$ cat config.mk
export PLATFORM = sky130hd
export DESIGN_NAME = razr_round_sat
export DESIGN_NICKNAME = d
export VERILOG_FILES = /design/src/rtl/razr_round_sat.sv
export SDC_FILE = /design/constraint.sdc
export NUM_CORES = 1
export LEC_CHECK = 0
export CAP_MARGIN = 20
export CORE_MARGIN = 10
export CORE_UTILIZATION = 50
export DETAILED_ROUTE_END_ITERATION = 8
export GPL_TIMING_DRIVEN = 0
export MAX_ROUTING_LAYER = met4
export PLACE_DENSITY = 0.81
export SYNTH_ARGS = -nofsm -noshare
export SYNTH_HDL_FRONTEND = slang
export SYNTH_SLANG_ARGS = --single-unit
export TNS_END_PERCENT = 30
$ cat constraint.sdc
create_clock -name clk -period 2 [get_ports clk]
set_input_delay 0.4 -clock clk [delete_from_list [all_inputs] [get_ports clk]]
set_output_delay 0.4 -clock clk [all_outputs]
set_load 0.005 [all_outputs]
$ cat src/rtl/razr_round_sat.sv
// razr_round_sat: two-stage width reduction for the modulator datapath.
// Each sample is rounded half-up, arithmetic-shifted right by SHIFT and
// clipped to OUT_W bits. Valid/ready on both sides, with a saturating
// count of clipped samples.
//
// Ports:
//   clk, rst_n            clock, asynchronous active-low reset
//   in_data/valid/ready   upstream sample handshake (in_ready is combinational)
//   out_data/valid/ready  downstream sample handshake (registered outputs)
//   out_sat               current out_data was clipped (qualified by out_valid)
//   cnt_clr               synchronous clear of sat_cnt
//   sat_cnt               clipped samples transferred on the output
module razr_round_sat #(
  parameter int unsigned IN_W  = 16,
  parameter int unsigned OUT_W = 12,
  parameter int unsigned SHIFT = 4,
  parameter int unsigned CNT_W = 16
) (
  input  logic             clk,
  input  logic             rst_n,
  input  logic [IN_W-1:0]  in_data,
  input  logic             in_valid,
  output logic             in_ready,
  output logic [OUT_W-1:0] out_data,
  output logic             out_valid,
  input  logic             out_ready,
  output logic             out_sat,
  input  logic             cnt_clr,
  output logic [CNT_W-1:0] sat_cnt
);

  localparam int unsigned SUM_W = IN_W + 1;
  localparam int unsigned SH_W  = IN_W + 1 - SHIFT;

  localparam logic [SUM_W-1:0] RND = SUM_W'(1) << (SHIFT - 1);
  // Output limits expressed at the shifted width, so they compare signed
  localparam logic signed [SH_W-1:0] SAT_MAX =
    {{(SH_W - OUT_W + 1){1'b0}}, {(OUT_W - 1){1'b1}}};
  localparam logic signed [SH_W-1:0] SAT_MIN = ~SAT_MAX;

  logic                    s1_v;
  logic [SUM_W-1:0]        s1_sum;
  logic                    s1_adv;
  logic                    s2_adv;
  logic signed [SH_W-1:0]  sh;
  logic [OUT_W-1:0]        sat_data;
  logic                    sat_flag;
  logic                    cnt_inc;

  // Pipeline advance: a stage moves when it is empty or its consumer moves
  always_comb begin
    s2_adv   = !out_valid || out_ready;
    s1_adv   = !s1_v || s2_adv;
    in_ready = s1_adv;
    cnt_inc  = out_valid && out_ready && out_sat;
  end

  // Shift the rounded sum and clip to the output range
  always_comb begin
    sh       = SH_W'($signed(s1_sum) >>> SHIFT);
    sat_data = OUT_W'(sh);
    sat_flag = 1'b0;
    if (sh > SAT_MAX) begin
      sat_data = OUT_W'(SAT_MAX);
      sat_flag = 1'b1;
    end else if (sh < SAT_MIN) begin
      sat_data = OUT_W'(SAT_MIN);
      sat_flag = 1'b1;
    end
  end

  // S1: sign-extend by one bit and add the half-LSB rounding constant
  always_ff @(posedge clk or negedge rst_n) begin
    if (!rst_n) begin
      s1_v   <= 1'b0;
      s1_sum <= '0;
    end else if (s1_adv) begin
      s1_v <= in_valid;
      if (in_valid) begin
        s1_sum <= {in_data[IN_W-1], in_data} + RND;
      end
    end
  end

  // S2: registered outputs; data only reloads when S1 holds a sample
  always_ff @(posedge clk or negedge rst_n) begin
    if (!rst_n) begin
      out_valid <= 1'b0;
      out_data  <= '0;
      out_sat   <= 1'b0;
    end else if (s2_adv) begin
      out_valid <= s1_v;
      if (s1_v) begin
        out_data <= sat_data;
        out_sat  <= sat_flag;
      end
    end
  end

  // Saturation event counter: clear wins, sticks at all-ones
  always_ff @(posedge clk or negedge rst_n) begin
    if (!rst_n) begin
      sat_cnt <= '0;
    end else if (cnt_clr) begin
      sat_cnt <= '0;
    end else if (cnt_inc && !(&sat_cnt)) begin
      sat_cnt <= sat_cnt + CNT_W'(1);
    end
  end

endmodule
==> metrics.yaml <==
run_status:
  status: "finished, final reports clean"
final_layout:
  post-route-util: 0.688
  nets: 339
  diodes: 0
  drive_above_1_share: 0.0820
  final_cell_mix: "56 x nand2_1, 45 x clkdlybuf4s50_1, 44 x dfrtp_1"
  syn_to_final_growth_pct: 33.0
  final_common_cell: "nand2_1"
yosys:
  synth_edf_count: 0
  ys_warn_count: 0
  ys_seq_elements: 44
  postSynth.asyncResetShare: 1.00
  synthCells: 256
  syn_area_per_cell_um2: 8.87
  seq_area_frac_synth: 0.485
  netlist_area_um2: 2270
  synth_ff_type: "dfrtp_1"
  synth_fp_nets: 279
  ys_types: 33
die:
  die_x_um: 87.4
  die_y_um: 87.4
  ios: 52
  coreArea_um2: 4380
  die-area_um2: 7630
  rows: 24
  initial_core_util: 0.518
run:
  drv_cap: 0
timing:
  finalHoldViolations: 0
  clock-skew-final_ns: 0.00954
  fin_crit_ns: 1.94
  period_share: 0.969
  setup-violations-final: 0
  rsz0062_at_grt: "yes"
  timing.hold.ws_ns: 0.469
  layout_setup_ws_ns: 0.0610
  max_freq_mhz: 516
  tightest_slew_ns: 0.520
  slew_violations: 0
  tns_ns: 0
  slew_headroom: 0.651
route:
  drt_first_pass_iters: 4
  vias_per_cell: 5.63
  drc_errors: 0
  drt_iter0_drc: 80
  finalWirelength_um: 5210
  antenna_left: 0
  avgRoutedWirePerCell_um: 14.1
  vias: 2079
clock_tree:
  clk_pin_slew_worst_paths_ns: 0.08
  clk_latency_ns: 0.29
  htree_levels: 2
  clock_path_buffers: 2
  cts_made_buffers: 5
  cts_tree: "built"
  ctsRootBufferMaster: "clkbuf_8"
  clock-sinks: 44
place:
  pre_cts_slack_ns: -0.430
  port_buffers: 48
  gp_congestion: 0.805
  dp_hpwl_um: 3970
power:
  p_int_w: 0.00154
  p_total_w: 0.00212
  leakage_nw: 1.23
  switchingPower_w: 0.000578
  p_sw_frac: 0.273
  irDropWorstVdd_mv: 0.444
  seqPwrFrac: 0.510
  pwr-share-clk: 0.267
  pwr-share-comb: 0.223
  p_per_area_nw_per_um2: 702
worst_setup_path:
  required_ns: 2.22
  end_kind: "register"
  r2r_cells: 5
  worstSetupStartpointType: "register"
  crit_slowest_cell: "or4_1"
  critPathMaxFanout: 8
  crit_chain: "ha_4, nand4_4, or3_4, or4_1, a21oi_1"
  cp_data_arrival_time_ns: 2.16
  path_class: "register to register"
  cpPeakStageDelay_ns: 0.51
global_route:
  track_usage: 0.141
  overflow: 0
  grt_pass1_vias: 1968
  grt_max_degree: 39
  antenna_found_initial: 0
  grt_pass1_wl_um: 8660
min_path:
  hold_path.class: "input pin to asynchronous set/reset pin"
cells by family after synthesis:
group                      after synthesis  share of synthesized area
AOI/OAI and AO/OA                       58                      0.136
xor gates and xnor gates                12                     0.0463
adders and majority gates                2                     0.0110
buffers and inverters                   12                     0.0209
DFF                                     44                      0.485
muxes                                    6                     0.0292
and+or+nand+nor                        122                      0.271
state kept, by name, summed over array words and instances (netlist names):
| register | count |
|---|---|
| out_valid | 1 |
| s1_v | 1 |
| out_sat | 1 |
| out_data | 12 |
| s1_sum | 13 |
| sat_cnt | 16 |
stage by stage:
stage | area, µm² | cells
floorplan | 2270 | 256
global placement | 2820 | 356
detailed placement | 2830 | 357
CTS | 2950 | 367
global route | 3020 | 369
finish | 3020 | 369
synth_stat cells (2+ instances only):
library cell | count | area, µm²
nor2_1 | 7 | 26.3
a21oi_1 | 11 | 55.1
nand2_1 | 56 | 210
dfrtp_1 | 44 | 1100
nand3_1 | 11 | 55.1
nor2b_1 | 3 | 18.8
and3_1 | 4 | 25.0
clkbuf_1 | 9 | 33.8
xor2_1 | 6 | 52.6
and4_1 | 3 | 26.3
ha_1 | 2 | 25.0
o31ai_1 | 6 | 45.0
nand2b_1 | 5 | 31.3
xnor2_1 | 6 | 52.6
nor3_1 | 6 | 30.0
or3_1 | 6 | 37.5
o21ai_0 | 40 | 200
nand4_1 | 7 | 43.8
and2_1 | 2 | 12.5
or4_1 | 5 | 37.5
mux2_2 | 5 | 56.3
what timing repair did:
action / in CTS / in global routing
resized for setup: 4 / 7
pin swaps: 1 / 0
hold buffers: 1 / 0
setup buffers: 1 / 3
setup endpoints to repair: 10 / 14
endpoints found under the hold margin: 6 / 0
critical path, delay by kind of cell, from the launching register on:
family / cells / cell delay (ns)
flip-flops: 1 / 0.42
adder cells (fa/ha/maj): 1 / 0.18
AO/OA/AOI/OAI: 1 / 0.15
AND/OR/NAND/NOR: 3 / 1.12
power by group through the flow:
stage / combinational [W] / sequential, W / clock [W]
6_report: 0.000472 / 0.00108 / 0.000567
5_1_grt: 0.000533 / 0.00110 / 0.000616
4_1_cts: 0.000471 / 0.00108 / 0.000580
3_5_place_dp: 0.000470 / 0.00110 / 0
3_3_place_gp: 0.000453 / 0.00109 / 0
2_1_floorplan: 0.000193 / 0.00109 / 0
area by class of cell:
class                      instances  area, µm²
fill                             362       1370
buffer                            10       38.8
timing repair buffer              54        537
inverter                           1       3.75
clock buffer                       8       90.1
sequential                        44       1100
tap                               52       65.1
multi-input combinational        200       1180
final timing paths:
| kind | startpoint | endpoint | slack, ns |
|---|---|---|---|
| min in group clk | out_data[9]$_DFFE_PN0P_ | out_data[9]$_DFFE_PN0P_ | 0.48 |
| max | sat_cnt[0]$_DFFE_PN0P_ | sat_cnt[12]$_DFFE_PN0P_ | 0.06 |
| min reg2reg | out_data[9]$_DFFE_PN0P_ | out_data[9]$_DFFE_PN0P_ | 0.48 |
| max in group asynchronous | rst_n | s1_sum[8]$_DFFE_PN0P_ | 1.08 |
| min | rst_n | sat_cnt[2]$_DFFE_PN0P_ | 0.47 |
| max reg2reg | sat_cnt[0]$_DFFE_PN0P_ | sat_cnt[12]$_DFFE_PN0P_ | 0.06 |
per-layer routing:
layer,wire length [µm],GRT usage
met1,2120,0.147
met2,2720,0.243
met3,337,0.0487
met4,32,0.0420
met5,0,-
Note: power is estimated with default switching activity, not from simulation.
